$ cat config.mk
export PLATFORM = sky130hd
export DESIGN_NAME = axis_sequenced_mover
export DESIGN_NICKNAME = d
export VERILOG_FILES = /design/src/rtl/axis_mover_pkg.sv /design/src/rtl/mover_timeout_counter.sv /design/src/rtl/axis_sequenced_mover.sv
export SDC_FILE = /design/constraint.sdc
export NUM_CORES = 1
export LEC_CHECK = 0
export CAP_MARGIN = 20
export CORE_UTILIZATION = 35
export DETAILED_ROUTE_END_ITERATION = 12
export PLACE_DENSITY_LB_ADDON = 0.08
export SLEW_MARGIN = 10
export SYNTH_ARGS = -nofsm -noshare
export SYNTH_HDL_FRONTEND = slang
export SYNTH_SLANG_ARGS = --single-unit
$ cat constraint.sdc
create_clock -name clock -period 1.85 [get_ports clock]
set_input_delay 0.185 -clock clock [delete_from_list [all_inputs] [get_ports clock]]
set_output_delay 0.185 -clock clock [all_outputs]
set_load 0.01 [all_outputs]
$ cat src/rtl/axis_mover_pkg.sv
// -----------------------------------------------------------------------------
// axis_mover_pkg
// Shared definitions for the sequenced AXI-Stream mover:
//   mover_state_e : controller state encoding (IDLE, ISSUE, WAIT_RESP, EMIT)
//   clog2_min1()  : ceil(log2(n)) clamped to at least 1, so that counters
//                   sized from a parameter of 0 or 1 still have a legal width
// -----------------------------------------------------------------------------
package axis_mover_pkg;

    typedef enum logic [1:0] {
        ST_IDLE      = 2'd0,
        ST_ISSUE     = 2'd1,
        ST_WAIT_RESP = 2'd2,
        ST_EMIT      = 2'd3
    } mover_state_e;

    function automatic int clog2_min1(input int value);
        return (value <= 2) ? 1 : $clog2(value);
    endfunction

endpackage

$ cat src/rtl/mover_timeout_counter.sv
// -----------------------------------------------------------------------------
// mover_timeout_counter
// Counts cycles while enabled and flags expiry once the count reaches
// TIMEOUT_CYCLES. The count saturates at the limit; TIMEOUT_CYCLES = 0
// disables expiry entirely.
// Ports:
//   clock      - clock
//   reset      - asynchronous active-low reset
//   clear_i    - synchronous clear, has priority over enable_i
//   enable_i   - count this cycle
//   expired_o  - count has reached the limit in an enabled cycle
// -----------------------------------------------------------------------------
module mover_timeout_counter
    import axis_mover_pkg::*;
#(
    parameter int TIMEOUT_CYCLES = 64
) (
    input  logic clock,
    input  logic reset,
    input  logic clear_i,
    input  logic enable_i,
    output logic expired_o
);

    localparam int              CNT_W = clog2_min1(TIMEOUT_CYCLES + 1);
    localparam logic [CNT_W-1:0] LIMIT = CNT_W'(TIMEOUT_CYCLES);

    logic [CNT_W-1:0] count_q, count_d;

    // NOTE: every variable written in an always_comb gets a default first, so no path leaves it unassigned and infers a latch.
    always_comb begin
        count_d = count_q;
        if (clear_i) begin
            count_d = '0;
        end else if (enable_i && (count_q != LIMIT)) begin
            count_d = count_q + 1'b1;
        end
    end

    // NOTE: clocked state uses non-blocking assignments so every register samples pre-edge values.
    always_ff @(posedge clock or negedge reset) begin
        if (!reset) begin
            count_q <= '0;
        end else begin
            count_q <= count_d;
        end
    end

    // The count equals the number of full wait cycles already elapsed, so the
    // cycle that sees count == LIMIT is the last one in which a response is
    // still accepted.
    assign expired_o = (TIMEOUT_CYCLES != 0) && enable_i && !clear_i && (count_q == LIMIT);

endmodule

$ cat src/rtl/axis_sequenced_mover.sv
// -----------------------------------------------------------------------------
// axis_sequenced_mover
// Sweeps CHANNEL_NUMBER channels: for each channel it issues the channel's
// source address on the request stream, waits for one read response, and
// forwards that word with the channel's target address as dest. A response
// that does not arrive within TIMEOUT_CYCLES sets a sticky error and the
// channel is skipped. CONTINUOUS = 1 restarts the sweep after the last channel.
// Ports:
//   clock, reset                      - clock, asynchronous active-low reset
//   start_i                           - begin a sweep (sampled only in IDLE)
//   data_request_{data,valid}_o,
//   data_request_ready_i              - read request stream (source address)
//   data_response_{data,valid}_i,
//   data_response_ready_o             - read response stream
//   data_out_{data,dest,valid}_o,
//   data_out_ready_i                  - moved word with target address
//   busy_o, done_o, timeout_error_o   - status (done is a one-cycle pulse)
// -----------------------------------------------------------------------------
module axis_sequenced_mover
    import axis_mover_pkg::*;
#(
    parameter int                                 DATA_WIDTH     = 32,
    parameter int                                 ADDRESS_WIDTH  = 32,
    parameter int                                 CHANNEL_NUMBER = 4,
    parameter logic [CHANNEL_NUMBER*ADDRESS_WIDTH-1:0] SOURCE_ADDR = '0,
    parameter logic [CHANNEL_NUMBER*ADDRESS_WIDTH-1:0] TARGET_ADDR = '0,
    parameter int                                 TIMEOUT_CYCLES = 64,
    parameter bit                                 CONTINUOUS     = 1'b0
) (
    input  logic                     clock,
    input  logic                     reset,
    input  logic                     start_i,
    output logic [ADDRESS_WIDTH-1:0] data_request_data_o,
    output logic                     data_request_valid_o,
    input  logic                     data_request_ready_i,
    input  logic [DATA_WIDTH-1:0]    data_response_data_i,
    input  logic                     data_response_valid_i,
    output logic                     data_response_ready_o,
    output logic [DATA_WIDTH-1:0]    data_out_data_o,
    output logic [ADDRESS_WIDTH-1:0] data_out_dest_o,
    output logic                     data_out_valid_o,
    input  logic                     data_out_ready_i,
    output logic                     busy_o,
    output logic                     done_o,
    output logic                     timeout_error_o
);

    localparam int              CH_W    = clog2_min1(CHANNEL_NUMBER);
    localparam logic [CH_W-1:0] LAST_CH = CH_W'(CHANNEL_NUMBER - 1);

    mover_state_e              state_q, state_d;
    logic [CH_W-1:0]           ch_q, ch_d;
    logic [DATA_WIDTH-1:0]     data_q, data_d;
    logic [ADDRESS_WIDTH-1:0]  dest_q, dest_d;
    logic                      done_q, done_d;
    logic                      terr_q, terr_d;
    logic                      advance;
    logic                      expired;
    logic [ADDRESS_WIDTH-1:0]  src_addr;
    logic [ADDRESS_WIDTH-1:0]  tgt_addr;

    assign src_addr = SOURCE_ADDR[int'(ch_q)*ADDRESS_WIDTH +: ADDRESS_WIDTH];
    assign tgt_addr = TARGET_ADDR[int'(ch_q)*ADDRESS_WIDTH +: ADDRESS_WIDTH];

    // Held in clear outside WAIT_RESP, so every entry starts from zero.
    mover_timeout_counter #(
        .TIMEOUT_CYCLES (TIMEOUT_CYCLES)
    ) u_timeout (
        .clock     (clock),
        .reset     (reset),
        .clear_i   (state_q != ST_WAIT_RESP),
        .enable_i  (state_q == ST_WAIT_RESP),
        .expired_o (expired)
    );

    always_comb begin
        state_d = state_q;
        ch_d    = ch_q;
        data_d  = data_q;
        dest_d  = dest_q;
        done_d  = 1'b0;
        terr_d  = terr_q;
        advance = 1'b0;

        case (state_q)
            ST_IDLE: begin
                if (start_i) begin
                    state_d = ST_ISSUE;
                    ch_d    = '0;
                    terr_d  = 1'b0;
                end
            end
            ST_ISSUE: begin
                if (data_request_ready_i) begin
                    state_d = ST_WAIT_RESP;
                end
            end
            ST_WAIT_RESP: begin
                // A response wins over an expiry in the same cycle.
                if (data_response_valid_i) begin
                    data_d  = data_response_data_i;
                    dest_d  = tgt_addr;
                    state_d = ST_EMIT;
                end else if (expired) begin
                    terr_d  = 1'b1;
                    advance = 1'b1;
                end
            end
            ST_EMIT: begin
                if (data_out_ready_i) begin
                    advance = 1'b1;
                end
            end
            default: state_d = ST_IDLE;
        endcase

        // Channel completion, whether by transfer or by timeout skip.
        if (advance) begin
            if (ch_q == LAST_CH) begin
                ch_d    = '0;
                done_d  = 1'b1;
                state_d = CONTINUOUS ? ST_ISSUE : ST_IDLE;
            end else begin
                ch_d    = ch_q + 1'b1;
                state_d = ST_ISSUE;
            end
        end
    end

    always_ff @(posedge clock or negedge reset) begin
        if (!reset) begin
            state_q <= ST_IDLE;
            ch_q    <= '0;
            data_q  <= '0;
            dest_q  <= '0;
            done_q  <= 1'b0;
            terr_q  <= 1'b0;
        end else begin
            state_q <= state_d;
            ch_q    <= ch_d;
            data_q  <= data_d;
            dest_q  <= dest_d;
            done_q  <= done_d;
            terr_q  <= terr_d;
        end
    end

    // All handshake outputs decode directly from the state register, so an
    // asynchronous reset drops them immediately.
    assign data_request_valid_o  = (state_q == ST_ISSUE);
    assign data_request_data_o   = (state_q == ST_ISSUE) ? src_addr : '0;
    assign data_response_ready_o = (state_q == ST_WAIT_RESP);
    assign data_out_valid_o      = (state_q == ST_EMIT);
    assign data_out_data_o       = data_q;
    assign data_out_dest_o       = dest_q;
    assign busy_o                = (state_q != ST_IDLE);
    assign done_o                = done_q;
    assign timeout_error_o       = terr_q;

endmodule

### Yosys cells after proc, flatten, opt, wreduce, memory -nomap -nowiden

Cells that the tools add are included.

* add/sub/neg operators: 2
* equality and inequality tests: 13
* shift-type cells: 1
* muxes and demuxes: 23
* reduce and logical (&&, ||, !) cells: 15

Operator list (number)
* 128-bit by 8-bit indexed part select with 32-bit output (first input constant): 1
* 32-bit 2-to-1 mux: 1
* 2-bit 2-to-1 mux: 8
* 7-bit 2-to-1 mux: 2
* 2-bit nonzero test: 5
* 1-bit 2-to-1 mux: 9
* 2-bit inequality test (second input constant): 4
* 4-bit AND reduction: 2
* 7-bit by 1-bit adder with 7-bit output (second input constant): 1
* 7-bit equality test (second input constant): 1
* 7-bit inequality test (second input constant): 1
* 2-bit equality test (second input constant): 3
* 3-bit inequality test (second input constant): 2
* 2-bit one-hot mux with 3 select lines: 1
* 1-bit one-hot mux with 2 select lines: 2
* 2-bit AND reduction: 2
* 4-bit nonzero test: 1
* 1-bit logical AND: 3
* 3-bit by 1-bit inequality test with 1-bit output (second input constant): 1
* 2-bit by 1-bit adder with 2-bit output (second input constant): 1
* 2-bit by 1-bit equality test with 1-bit output (second input constant): 1
* 2-bit logical NOT: 1
* 1-bit logical NOT: 1

* register bits after elaboration: 77
* bits of input ports: 38
* output and inout port bits: 102
* word-level logic and storage cells: 61

### Logic depth before layout (Yosys ltp)

Gate-level depths: netlist (run 1).

* depth after elaboration: 9
* depth in mapped cells: 7
* depth with buffers taken out: 6

### Cells and area by module

A second synthesis (run 1) with hierarchy kept.

* cell total of the unflattened synthesis: 219
* area, all modules: 2522.4 um^2

By module, submodules not included
* axis_sequenced_mover: times used 1, cells each 174, area each 2079.5 um^2, seq. area each 950.9 um^2
* mover_timeout_counter: times used 1, cells each 45, area each 442.9 um^2, seq. area each 175.2 um^2

### Worst setup path before layout (run 1)

No wires, ideal clock.

* path type: register to register
* from: register state_q[0]
* to: register data_q[0] (netlist: data_out_data_o[0])
* library setup time: 0.125 ns
* arrival: 1.776 ns
* required time: 1.725 ns
* setup slack: -0.051 ns
* cell stages (with the launch flop): 7
* buffers on the path: 2
* clock period less this slack: 1.901 ns
* cell sequence: dfrtp_1 inv_1 ha_1 clkbuf_1 nand2_1 buf_1 mux2_2

* word-level cells in the longest chain between the ends: 2

RTL lines
* start: declaration: line axis_sequenced_mover.sv:51 `mover_state_e state_q, state_d;`
* start signal: assignment: line axis_sequenced_mover.sv:139 `state_q <= state_d;`
* 2-bit equality test
* net data_response_ready_o: line axis_sequenced_mover.sv:38 `output logic data_response_ready_o,`
* 2-bit AND reduction (no source line)
* end signal: assignment: line axis_sequenced_mover.sv:141 `data_q <= data_d;`
* end: declaration: line axis_sequenced_mover.sv:53 `logic [DATA_WIDTH-1:0] data_q, data_d;`

The timed path passes the listed nets, and every way through them passes these cells.
A chain may end at the register's enable or synchronous reset.

### Final worst setup path (run 1)

* from: register state_q[1]
* to: output port data_request_valid_o

* word-level cells in the longest chain between the ends: 1

RTL lines
* 2-bit by 1-bit equality test with 1-bit output: line axis_sequenced_mover.sv:150 `assign data_request_valid_o = (state_q == ST_ISSUE);`
* end: declaration: line axis_sequenced_mover.sv:34 `output logic data_request_valid_o,`

Every way passes these cells.

==> results of run 1 <==
==> worst max-delay path by stage <==
stage / cells past startpoint / startpoint / to
detailed placement: 6 / data_response_valid_i / ch_q[1]$_DFFE_PN0P_
CTS: 4 / state_q[0]$_DFFE_PN0P_ / data_response_ready_o
global route: 6 / u_timeout.count_q[0]$_DFFE_PN0P_ / ch_q[1]$_DFFE_PN0P_
finish: 3 / state_q[1]$_DFFE_PN0P_ / data_request_valid_o
global placement: 7 / state_q[0]$_DFFE_PN0P_ / ch_q[1]$_DFFE_PN0P_
floorplan: 6 / state_q[0]$_DFFE_PN0P_ / ch_q[1]$_DFFE_PN0P_
==> sequential cells by signal (all words and copies together) (netlist names) <==
| signal | cells |
|---|---|
| data_out_data_o | 32 |
| u_timeout.count_q | 7 |
| ch_q | 2 |
| state_q | 2 |
| done_o | 1 |
| timeout_error_o | 1 |
==> layout make-up <==
cell class / instances / area (µm²) / area share [%]
well taps: 96 / 120 / 3.63
clock inverters: 2 / 37.5 / 1.14
flip-flops and latches: 45 / 1130 / 34.1
clock buffers: 6 / 82.6 / 2.50
multi-input cells: 156 / 1070 / 32.3
inverters: 5 / 18.8 / 0.568
repair buffers: 85 / 851 / 25.7
==> cell usage in the layout (no fill, tap or decap), types with 2 or more instances in the layout <==
cell             instances
clkdlybuf4s50_1         73
mux2_2                  32
buf_12                   2
nand2_1                  5
and2_1                   5
xnor2_1                  5
nand3_1                  7
a21o_1                   3
inv_1                    3
conb_1                  64
a21boi_0                 3
nor2b_1                  2
clkbuf_8                 6
nor2_1                   5
inv_2                    2
dfrtp_1                 45
buf_4                    7
nor3_1                   2
ha_2                     2
ha_1                     6
==> critical path, stage by stage, from the launching register on <==
cell and delay (ns):
dfrtp_1 0.42, inv_2 0.12, ha_1 0.19, clkdlybuf4s50_1 0.54
==> power breakdown <==
part | internal [W] | switching (W)
sequential | 0.00139 | 0.000193
clock | 0.000439 | 0.000337
combinational | 0.00131 | 0.000846
total | 0.00314 | 0.00138
==> metrics by stage <==
step / utilization (%) / cell area [µm²] / hold slack, ns
final: 48.6 / 3300 / 0.374
after global routing: 48.6 / 3300 / 0.406
after CTS: 48.5 / 3300 / 0.380
after detailed placement: 46.6 / 3170 / 0.172
after global placement: 46.6 / 3170 / 0.175
after floorplan: - / 2710 / -0.111
==> logic make-up after synthesis <==
kind of cell / Yosys count
compound gates: 12
other cells: 1
simple gates: 34
fa+ha+maj: 8
xor+xnor: 5
mux: 33
buf+inv: 73
flops: 45
==> per-layer routing <==
layer / global-route usage, % / wire length (µm) / vias up
met5: 0 / 0 / -
met4: 3.64 / 47 / 0
met3: 3.66 / 310 / 5
met2: 17.6 / 1850 / 79
met1: 15.8 / 2050 / 746
li1: - / - / 746
==> what timing repair did <==
action	4_1_cts	5_1_grt
endpoints found under the hold margin	19	0
hold buffers	1	0
gates cloned	0	0
endpoints found under the setup margin	1	3
setup buffers	0	0
gates resized for setup	1	3
==> impl_results.md, run 1 <==
* Hpwl dp at approximately 3.2 mm
* Clock tree from TritonCTS: built
* FF+latch count, synth at 45
* Die extent in x at ~86 µm
* XOR/XNOR Fraction of Synth Area at approximately 1.8%
* Adder-cell area share of the yosys netlist at approximately 4%
* RSZ-0062 raised after global routing: no
* Synth area leader: dfrtp_1
* Main synth FF type: dfrtp_1
* Die Span Y at approximately 86 µm
* Worst setup SP type: flip-flop
* Drt via density at roughly 4.0
* Setup violators final at 0
* Layout cells sized above 1 at 19.7%
* WP data arrival at 1.56 ns
* Total number of yosys warnings at 0
* Final hold violations at 0
* Area Overhead vs Synth at 33.9%
* Cells after Synth at 211
* Drt total wl at around 4.3 mm
* Min Clock Period, post-route at 1.74 ns
* Tcrit/Tclk final at a little over nine tenths
* Setup TNS at 0 ns
* Fin nets at around 340
* Worst R2R Start: u_timeout.count_q[0]$_DFFE_PN0P_
* Number of synthesized flops with an enable pin at 0
* Initial antenna violation count at 0
* Crit-path max FO at 6
* Max-Cap Viols at 0
* CTS Sinks at between 40 and 50
* Worst Slack Setup Final at 0.105 ns
* Fmax achieved at ~570 MHz
* Ys async rst share at 100%
* Post-Synth Simple-Gate Area at around 8.0%
* Gpl congestion at roughly 0.74
* Clk_lat worst skew at between 0.2 and 0.3 ns
* Total CTS buffers at 5
* First-pass GRT wire length at approximately 6.7 mm
* R2R Path End: ch_q[1]$_DFFE_PN0P_
* Total Routing Usage GR at 11.6%
* Synthesized area per cell at 11.7 µm²
* N_diodes at 0
* Core area at between 6000 and 7000 µm²
* Pleak at approximately 1.5 nW
* Status: completed
* Number of I/O port buffers at 75
* Die ar. at between 7000 and 8000 µm²
* CTS max path bufs at 2
* Maximum vdd drop at a little over 0.7 mV
* Non-Filler Instances at about 400
* # rows at 30
* Count leader, synth: buf_4
* Synthesized area at 2470 µm²
* Setup Skew at 0.0109 ns
* Area contributors post-synth: dfrtp_1 (46%), buf_4 (19%), mux2_2 (15%)
* DR pass1 iterations at 6
* Initial DRC count at 35
* Detailed-route DRC error count at 0
* Post-synth top cells: buf_4 (64), dfrtp_1 (45), mux2_2 (32)
* Design Power at around 0.0045 W
* Worst reg-to-reg setup slack at around 0.11 ns
* WL per Instance at ~11 µm
* Largest family of logic cells by synthesized area: buffers and inverters
* Dpl cells at 386
* Seq/Total Area, Yosys at a little under half
* Antenna Nets Post-Route at 0
* I/O Pins at 140
* Initial Utilization at between 30 and 40%
* Top-area cell type share of the netlist area at 45.6%
* Max Slew Vio Count at 0
* Pin count of the biggest net entering global routing at 34
* Root Buffer Master: clkbuf_8
* Filler cell count at 658
* Reg clk slew, reported paths at roughly 0.090 ns
* Crit Path Category: reg -> out
* H-tree depth at 2
* Vias at between 1.5k and 2k
* Synth Area in Compound Gates at around 4.2%
* Mux cell area share after synthesis at 15.2%
* Worst min path class: in -> async
* Power Density at 1370 nW/µm²
* R2R cell count at 6
* CP endpoint kind: output pin
* GRT Residual Overflow at 0
* Vias in the first global route at 1,400
* Worst path required time at ~1.7 ns
* Pre-CTS WS at about 0.12 ns
* Yosys cell types at 32
Note: power is estimated with default switching activity, not from simulation.
==> run 2: changes to the inputs <==
--- a/config.mk
+++ b/config.mk
@@ -6,6 +6,7 @@
 export NUM_CORES = 1
 export LEC_CHECK = 0
 export CAP_MARGIN = 20
+export CORE_MARGIN = 2
 export CORE_UTILIZATION = 35
 export DETAILED_ROUTE_END_ITERATION = 12
 export PLACE_DENSITY_LB_ADDON = 0.08
==> run 2 against run 1 <==
Total power fell by 3.7%. Sequential share of layout area rose by 0.21 points. First-iteration DRC count decreased by 34%. Sequential power about the same. Utilization decreased by 0.29 points. Largest cell class unchanged.
==> impl_results.md, run 2 (synthesized netlist as in run 1, its figures left out) <==
* Power Density at 1330 nW/µm² (was 1370 nW/µm²)
* RSZ-0062 raised after global routing: no (unchanged)
* Initial DRC count at 23 (was 35)
* Gpl congestion at 0.761 (was 0.741)
* Root Buffer Master: clkbuf_8 (unchanged)
* Max Slew Vio Count at 0 (unchanged)
* Status: completed (unchanged)
* Max incr delay on CP at 0.49 ns (was 0.54 ns)
* Clock tree from TritonCTS: built (unchanged)
* M2 GR Usage at 18.0% (was 17.6%)
* Initial antenna violation count at 0 (unchanged)
* Clk_lat worst skew at 0.30 ns (was 0.29 ns)
* Setup violators final at 0 (unchanged)
* Drt total wl at 4.51 mm (was 4.26 mm)
* Most frequent cells in the layout: clkdlybuf4s50_1 (71), conb_1 (64), dfrtp_1 (45), mux2_2 (32), buf_4 (8) (was clkdlybuf4s50_1 (73), conb_1 (64), dfrtp_1 (45), mux2_2 (32))
* Slew @ Worst Pin at roughly 0.56 ns
* WP data arrival at 1.56 ns (about the same)
* Setup TNS at 0 ns (unchanged)
* Total Routing Usage GR at 11.7% (was 11.6%)
* Filler cell count at 639 (was 658)
* Fin util at 48.3% (was 48.6%)
* R2R Path End: ch_q[1]$_DFFE_PN0P_ (unchanged)
* Pin count of the biggest net entering global routing at 34 (unchanged)
* Reg clk slew, reported paths at 0.09 ns (about the same)
* Worst path required time at 1.66 ns (about the same)
* Tcrit/Tclk final at 94.3% (about the same)
* Fmax achieved at 573 MHz (about the same)
* H-tree depth at 2 (unchanged)
* Layout cells sized above 1 at 20.0% (was 19.7%)
* I/O Pins at 140 (unchanged)
* Total CTS buffers at 5 (unchanged)
* Die ar. at 7740 µm² (was 7390 µm²)
* Buf/Inv on CP at 2 (unchanged)
* Most used routing layer: met2 (unchanged)
* WL per Instance at 11.4 µm (was 10.8 µm)
* Worst min path class: in -> async (unchanged)
* Vias at 1,552 (was 1,576)
* Crit-path max FO at 5 (was 6)
* Fin nets at 345 (was 344)
* Worst R2R Start: u_timeout.count_q[0]$_DFFE_PN0P_ (unchanged)
* GRT Residual Overflow at 0 (unchanged)
* Design Power at 0.00435 W (was 0.00452 W)
* Initial Utilization at 36.3% (unchanged)
* Cells along the critical path: buf_4, ha_1, clkdlybuf4s50_1 (was inv_2, ha_1, clkdlybuf4s50_1)
* Crit-path slowest cell: clkdlybuf4s50_1 (unchanged)
* Slew Limit Headroom at 62.4%
* CP endpoint kind: output pin (unchanged)
* R2R cell count at 6 (unchanged)
* First-pass GRT wire length at 7.00 mm (was 6.68 mm)
* Max-Cap Viols at 0 (unchanged)
* Core area at 6790 µm² (unchanged)
* Final hold violations at 0 (unchanged)
* Number of I/O port buffers at 75 (unchanged)
* Commonest non-fill, non-tap cell in the layout: clkdlybuf4s50_1 (unchanged)
* Die Span Y at 88.0 µm (was 86.0 µm)
* Levels on crit path at 3 (unchanged)
* Crit Path Category: reg -> out (unchanged)
* M1 GR Usage at 16.1% (was 15.8%)
* Hold Slack at 0.403 ns (was 0.374 ns)
* Hpwl dp at 3.35 mm (was 3.21 mm)
* N_diodes at 0 (unchanged)
* Detailed-route DRC error count at 0 (unchanged)
* Setup Skew at 0.0120 ns (was 0.0109 ns)
* Vias in the first global route at 1,485 (was 1,400)
* Dpl cells at 386 (unchanged)
* Area Overhead vs Synth at 33.1% (was 33.9%)
* Max reg flops at 32 (unchanged)
* # rows at 30 (unchanged)
* DR pass1 iterations at 2 (was 6)
* Pleak at 1.53 nW (about the same)
* Maximum vdd drop at 0.657 mV (was 0.711 mV)
* CTS max path bufs at 2 (unchanged)
* CTS Sinks at 45 (unchanged)
* CP top delay family: buffers and inverters (unchanged)
* Worst setup SP type: flip-flop (unchanged)
* Non-Filler Instances at 396 (was 395)
* Drt via density at 3.92 (was 3.99)
* Antenna Nets Post-Route at 0 (unchanged)
* Worst reg-to-reg setup slack at 0.13 ns (was 0.11 ns)
* Min Clock Period, post-route at 1.75 ns (was 1.74 ns)
* Die extent in x at 88.0 µm (was 86.0 µm)
* GR Util met3 at 3.02% (was 3.66%)
[run 2: power by group]
part	total (W)	internal [W]	switching (W)	leakage [nW]
Sequential	0.00158	0.00139	0.000190	0.558
Clock	0.000614	0.000268	0.000346	0.0481
Combinational	0.00216	0.00131	0.000848	0.919
[run 2: metrics by stage]
stage | instance area [µm²] | worst slack (ns)
finish | 3280 | 0.105
global route | 3280 | 0.0124
CTS | 3270 | 0.0394
detailed placement | 3170 | 0.110
global placement | 3170 | 0.154
floorplan | 2710 | 0.0141
[run 2: final cells by class]
class	instances	area, µm²	share of cell area [%]
Tap cell	96	120	3.66
Sequential cell	45	1130	34.3
Multi-Input combinational cell	156	1070	32.5
Timing Repair Buffer	86	860	26.2
Inverter	5	18.8	0.571
Clock buffer	5	68.8	2.10
Clock inverter	3	22.5	0.686
[run 2: worst max-delay path by stage]
stage                                          start                   to  slack (ns)
global route        u_timeout.count_q[0]$_DFFE_PN0P_  ch_q[1]$_DFFE_PN0P_        0.01
floorplan                     state_q[0]$_DFFE_PN0P_  ch_q[1]$_DFFE_PN0P_        0.01
detailed placement  u_timeout.count_q[0]$_DFFE_PN0P_  ch_q[1]$_DFFE_PN0P_        0.11
CTS                           state_q[1]$_DFFE_PN0P_               busy_o        0.04
finish                        state_q[0]$_DFFE_PN0P_     data_out_valid_o        0.10
global placement              state_q[0]$_DFFE_PN0P_  ch_q[1]$_DFFE_PN0P_        0.15
[run 2: metal layers]
metal	wire, µm	vias up	part of all wire, %
li1	-	747	-
met4	44	0	0.98
met3	378	5	8.4
met1	2120	721	47
met5	0	-	0
met2	1960	79	44
[run 2: what timing repair did]
action	CTS	global route
endpoints found under the setup margin	2	3
buffers inserted	0	1
cloned	0	0
hold buffers	1	0
gates resized for setup	2	4
endpoints found under the hold margin	22	0
==> run 3: changes to the inputs <==
--- a/config.mk
+++ b/config.mk
@@ -9,6 +9,8 @@
 export CORE_MARGIN = 2
 export CORE_UTILIZATION = 35
 export DETAILED_ROUTE_END_ITERATION = 12
+export GPL_ROUTABILITY_DRIVEN = 0
+export HOLD_SLACK_MARGIN = 0.1
 export PLACE_DENSITY_LB_ADDON = 0.08
 export SLEW_MARGIN = 10
 export SYNTH_ARGS = -nofsm -noshare
==> results of run 3 <==
Final layout, timing and power as in run 2 (identical DEF).
